$ cat src/rtl/instr_cache_refill.sv
// Line-refill engine: fetches a missing instruction-cache line as one memory burst
// and streams it into the selected way one word per beat, stalling fetch meanwhile.
module instr_cache_refill #(
    parameter int unsigned ADDR_W      = 32,
    parameter int unsigned WORD_W      = 32,
    parameter int unsigned BLOCK_WORDS = 16
) (
    input  logic                           clk_i,
    input  logic                           reset_n_i,
    input  logic                           instr_miss_f_i,
    input  logic                           instr_cache_rep_active_i,
    input  logic [ADDR_W-1:0]              pc_f_i,
    input  logic                           abort_i,
    output logic                           mem_req_o,
    output logic [ADDR_W-1:0]              mem_addr_o,
    input  logic                           mem_ack_i,
    input  logic                           mem_rvalid_i,
    input  logic [WORD_W-1:0]              mem_rdata_i,
    output logic                           fill_we_o,
    output logic [$clog2(BLOCK_WORDS)-1:0] fill_offset_o,
    output logic [WORD_W-1:0]              fill_data_o,
    output logic                           line_done_o,
    output logic [ADDR_W-1:0]              fill_addr_o,
    output logic                           stall_f_o
);

    localparam int unsigned CNT_W = $clog2(BLOCK_WORDS);
    localparam int unsigned OFF_W = $clog2(BLOCK_WORDS * WORD_W / 8);
    localparam logic [ADDR_W-1:0] OFF_MASK = ADDR_W'((64'(1) << OFF_W) - 64'(1));
    localparam logic [CNT_W-1:0]  LAST_BEAT = CNT_W'(BLOCK_WORDS - 1);

    typedef enum logic [1:0] {
        IDLE = 2'd0,
        REQ  = 2'd1,
        FILL = 2'd2,
        DONE = 2'd3
    } state_t;

    state_t              state_q, state_d;
    logic [CNT_W-1:0]    count_q, count_d;
    logic [ADDR_W-1:0]   line_q,  line_d;

    // State, beat counter and latched line address.
    always_ff @(posedge clk_i or negedge reset_n_i) begin
        if (!reset_n_i) begin
            state_q <= IDLE;
            count_q <= '0;
            line_q  <= '0;
        end else begin
            state_q <= state_d;
            count_q <= count_d;
            line_q  <= line_d;
        end
    end

    // Next-state and output decode; outputs follow the state (and beat inputs in FILL).
    always_comb begin
        state_d       = state_q;
        count_d       = count_q;
        line_d        = line_q;
        mem_req_o     = 1'b0;
        mem_addr_o    = '0;
        fill_we_o     = 1'b0;
        fill_offset_o = '0;
        fill_data_o   = '0;
        line_done_o   = 1'b0;
        fill_addr_o   = '0;

        unique case (state_q)
            IDLE: begin
                if (instr_miss_f_i && instr_cache_rep_active_i) begin
                    line_d  = pc_f_i & ~OFF_MASK;
                    state_d = REQ;
                end
            end
            REQ: begin
                mem_req_o   = 1'b1;
                mem_addr_o  = line_q;
                fill_addr_o = line_q;
                // Acceptance wins over a simultaneous redirect: the burst is committed.
                if (mem_ack_i) begin
                    count_d = '0;
                    state_d = FILL;
                end else if (abort_i) begin
                    state_d = IDLE;
                end
            end
            FILL: begin
                fill_addr_o = line_q;
                if (mem_rvalid_i) begin
                    fill_we_o     = 1'b1;
                    fill_offset_o = count_q;
                    fill_data_o   = mem_rdata_i;
                    if (count_q == LAST_BEAT) begin
                        state_d = DONE;
                    end else begin
                        count_d = count_q + CNT_W'(1);
                    end
                end
            end
            DONE: begin
                line_done_o = 1'b1;
                fill_addr_o = line_q;
                state_d     = IDLE;
            end
            default: begin
                state_d = IDLE;
            end
        endcase
    end

    // Fetch stall rises in the same cycle as the miss.
    assign stall_f_o = (state_q != IDLE) | instr_miss_f_i;

endmodule

$ cat config.mk
export PLATFORM = sky130hd
export DESIGN_NAME = instr_cache_refill
export DESIGN_NICKNAME = d
export VERILOG_FILES = /design/src/rtl/instr_cache_refill.sv
export SDC_FILE = /design/constraint.sdc
export NUM_CORES = 1
export LEC_CHECK = 0
export ABC_CLOCK_PERIOD_IN_PS = 1700
export CAP_MARGIN = 20
export CORE_AREA = 5 5 91 93
export CTS_CLUSTER_SIZE = 40
export DETAILED_ROUTE_END_ITERATION = 6
export DIE_AREA = 0 0 96 98
export PLACE_DENSITY = 0.88
export SYNTH_ARGS = -nofsm -noshare
export SYNTH_HDL_FRONTEND = slang
export SYNTH_SLANG_ARGS = --single-unit
$ cat constraint.sdc
create_clock -name clk_i -period 1.7 [get_ports clk_i]
set_clock_uncertainty 0.1 [all_clocks]
set_input_delay 0.17 -clock clk_i [delete_from_list [all_inputs] [get_ports clk_i]]
set_output_delay 0.17 -clock clk_i [all_outputs]
set_load 0.01 [all_outputs]
==> results of run 1 <==
==> state kept, by name, indices dropped and copies added (netlist names), named ones only <==
name / count
count_q: 4
line_q: 26
state_q: 1
==> critical path: stages (launching register included) <==
cell and delay, ns:
dfrtp_2 0.42, buf_4 0.14, nor2b_4 0.12, buf_4 0.13
clkbuf_16 0.15, and2_1 0.15, buf_2 0.14
==> synth_stat cells <==
cell	count	area, um^2
o211ai_1	2	15.0
nor2_4	1	11.3
nor2_1	1	3.75
and3_1	1	6.26
ha_1	1	12.5
a32o_1	1	10.0
mux2_2	8	90.1
conb_1	1	3.75
and2_1	63	394
o221ai_1	2	17.5
nand2_1	1	3.75
mux2_4	19	285
nand3b_4	1	20.0
clkbuf_2	2	10.0
nand3b_1	1	7.51
inv_2	1	3.75
a221o_1	1	10.0
nand2b_1	2	12.5
buf_12	2	40.0
dfrtp_1	32	801
and3_4	1	11.3
nand3_1	2	10.0
and2b_1	5	37.5
buf_2	3	15.0
clkbuf_1	5	18.8
buf_4	13	97.6
mux2i_1	1	10.0
nor2b_1	22	138
buf_8	1	15.0
buf_6	1	11.3
nand4b_1	1	8.76
or3_1	2	12.5
inv_1	1	3.75
o21ai_0	1	5.00
o311ai_1	1	8.76
==> cells by family (layout without fill, tap and decap cells) <==
group	count (synthesis)	after routing	share of synthesized area
and+or+nand+nor	104	104	0.313
DFF	32	32	0.371
buffers and inverters	29	202	0.0996
muxes	28	28	0.178
AOI/OAI and AO/OA	8	8	0.0307
adders and majority gates	1	1	0.00579
other	1	12	0.00174
==> layout by cell type, fill, tap and decap left out, types with 2 or more instances in the layout <==
cell type        count
clkbuf_8             5
dfrtp_1             30
dfrtp_2              2
clkbuf_16            3
o211ai_1             2
mux2_2               2
buf_6               21
and2b_1              5
clkbuf_2             2
buf_8                3
conb_1              12
mux2_4              25
buf_16               2
buf_2               72
o221ai_1             2
and2_1              49
nand2b_1             2
clkdlybuf4s15_2      2
clkdlybuf4s50_1     64
nand3_1              2
and2_4              14
buf_4               17
nor2b_1             21
buf_12               5
==> where the power goes <==
| part | internal (mW) | switching [mW] | leakage, nW |
|---|---|---|---|
| combinational | 2.04 | 1.35 | 1.58 |
| clock | 0.433 | 0.292 | 0.0541 |
| sequential | 1.15 | 0.335 | 0.376 |
| total | 3.63 | 1.97 | 2.01 |
==> routing by layer <==
metal  vias to the layer above  part of all wire  routed length [um]
met5                         -                 0                   0
met4                         0            0.0099                  79
met3                         7              0.10                 829
met2                       104              0.52                4100
met1                       994              0.37                2940
li1                       1001                 -                   -
==> repair_timing <==
item                       4_1_cts  5_1_grt
pin swaps                        1        4
resized for setup              373       45
buffers inserted                12        5
gates cloned                     3        4
setup endpoints to repair      118      117
==> worst min-delay path by stage <==
stage | depth (start not counted) | start | end | slack [ns]
3_3_place_gp | 1 | line_q[7] | line_q[7] | 0.40
2_1_floorplan | 0 | reset_n_i | async pin | -0.23
3_5_place_dp | 1 | line_q[22] | line_q[22] | 0.41
5_1_grt | 2 | reset_n_i | line_q[12] | 0.24
6_report | 2 | reset_n_i | line_q[9] | 0.20
4_1_cts | 2 | reset_n_i | line_q[9] | 0.21
==> final cells by class <==
class                           count  area (um^2)  area share
Timing Repair Buffer              192         1680       0.422
Multi-Input combinational cell    153         1260       0.315
Sequential cell                    32          803       0.201
Tap cell                          102          128      0.0320
Clock buffer                        5         68.8      0.0172
Clock inverter                      3         42.5      0.0107
Inverter                            2         10.0     0.00251
==> out/results.ini, run 1 <==
[run_status]
outcome = finished with violations
violations = setup timing

[setup_path]
start_kind = flip-flop
r2r-start = state_q[0]
crit_path_end = mem_addr_o[17]
crit_fanout = 7
critical_path_class = flip-flop to output pin
crit_start = state_q[0]
cp.required_ns = 1.43
r2r_end = line_q[21]
end_kind = output pin
r2r_slack_ns = -0.10
worstPathArrival_ns = 1.53
rr_worst_depth = 7

[pwr]
p_total_mw = 5.60
p_leak_nw = 2.01
pwr_density_cell_mw_per_mm2 = 1400
ir_drop_mv = 0.812

[synthesis]
syn-cell-area_mm2 = 0.00216
ys_seq_area_frac = 0.371
syn_avg_cell_area_um2 = 10.6
yosysWarnings = 0
synth_seq_cells = 32
synth_cells = 203
synthDistinctLibCells = 35

[sta]
fmax_mhz = 554
rsz0062_at_grt = yes
finalHoldViolCount = 0
worst_slack_ns = -0.105
fin_crit_ns = 1.80
hold_ws_ns = 0.199
tns_ns = -5.01
finalSetupViolations = 95
fin_crit_sh = 1.06
slew_viol_final = 0

[global_route]
gr-usage-met1 = 0.172
met2_usage = 0.277
grt_max_degree = 33
first_global_vias = 2230
track_usage = 0.157
grt_pass1_wl_mm = 11.5
antenna_found_initial = 0
grt.overflow.total = 0
grt_busiest_layer = met2
grtUsageMet3 = 0.0601

[cells_and_area]
antenna_cells = 0
num-fill-cells = 671
areaGrowthSynthToFinish_pct = 84.7
final_area_mm2 = 0.00399
post-route-util = 0.536
drive_above_1_share = 0.475
fin_cells = 489
final_net_count = 458

[detailed_routing]
ant_nets = 0
drtIter0Drc = 30
drt-wirelength-per-cell_um = 16.2
drc_errors = 0
num_vias = 2106
routed_wl_mm = 7.95
first_pass_iters = 2
avgViaCountPerCell = 4.31

[die]
die_y_um = 98
rows = 32
ioPinCount = 175
die_w_um = 96
dieArea_mm2 = 0.00941
start_util = 0.290
coreArea_mm2 = 0.00745

[clock_tree]
cts_num_sinks = 32
ctsHoldBuffers = 0
path_clk_slew_ns = 0.07
clock_latency_ns = 0.28
cts_buffer_depth = 2
cts_max_level = 2
cts_buffers = 5
clockRootBuffer = clkbuf_8
tritoncts = built

[hold_path]
hp-class = input port to async pin

[placed_design]
pre_cts_slack_ns = -0.313
placed_cells = 458
routabilityCongestion = 0.754
dp_hpwl_mm = 5.60
dpl-instance-area_mm2 = 0.00382
numPortBuffers = 156

[job]
maxCapViolCount = 0

No activity file was read; power rests on OpenSTA's default activity.
==> inputs of run 2 (changes only) <==
--- a/config.mk
+++ b/config.mk
@@ -11,6 +11,7 @@
 export CTS_CLUSTER_SIZE = 40
 export DETAILED_ROUTE_END_ITERATION = 6
 export DIE_AREA = 0 0 96 98
+export HOLD_SLACK_MARGIN = 0.08
 export PLACE_DENSITY = 0.88
 export SYNTH_ARGS = -nofsm -noshare
 export SYNTH_HDL_FRONTEND = slang
==> results of run 2 <==
Same layout as run 1: the final DEF is identical, and so are final timing and power.
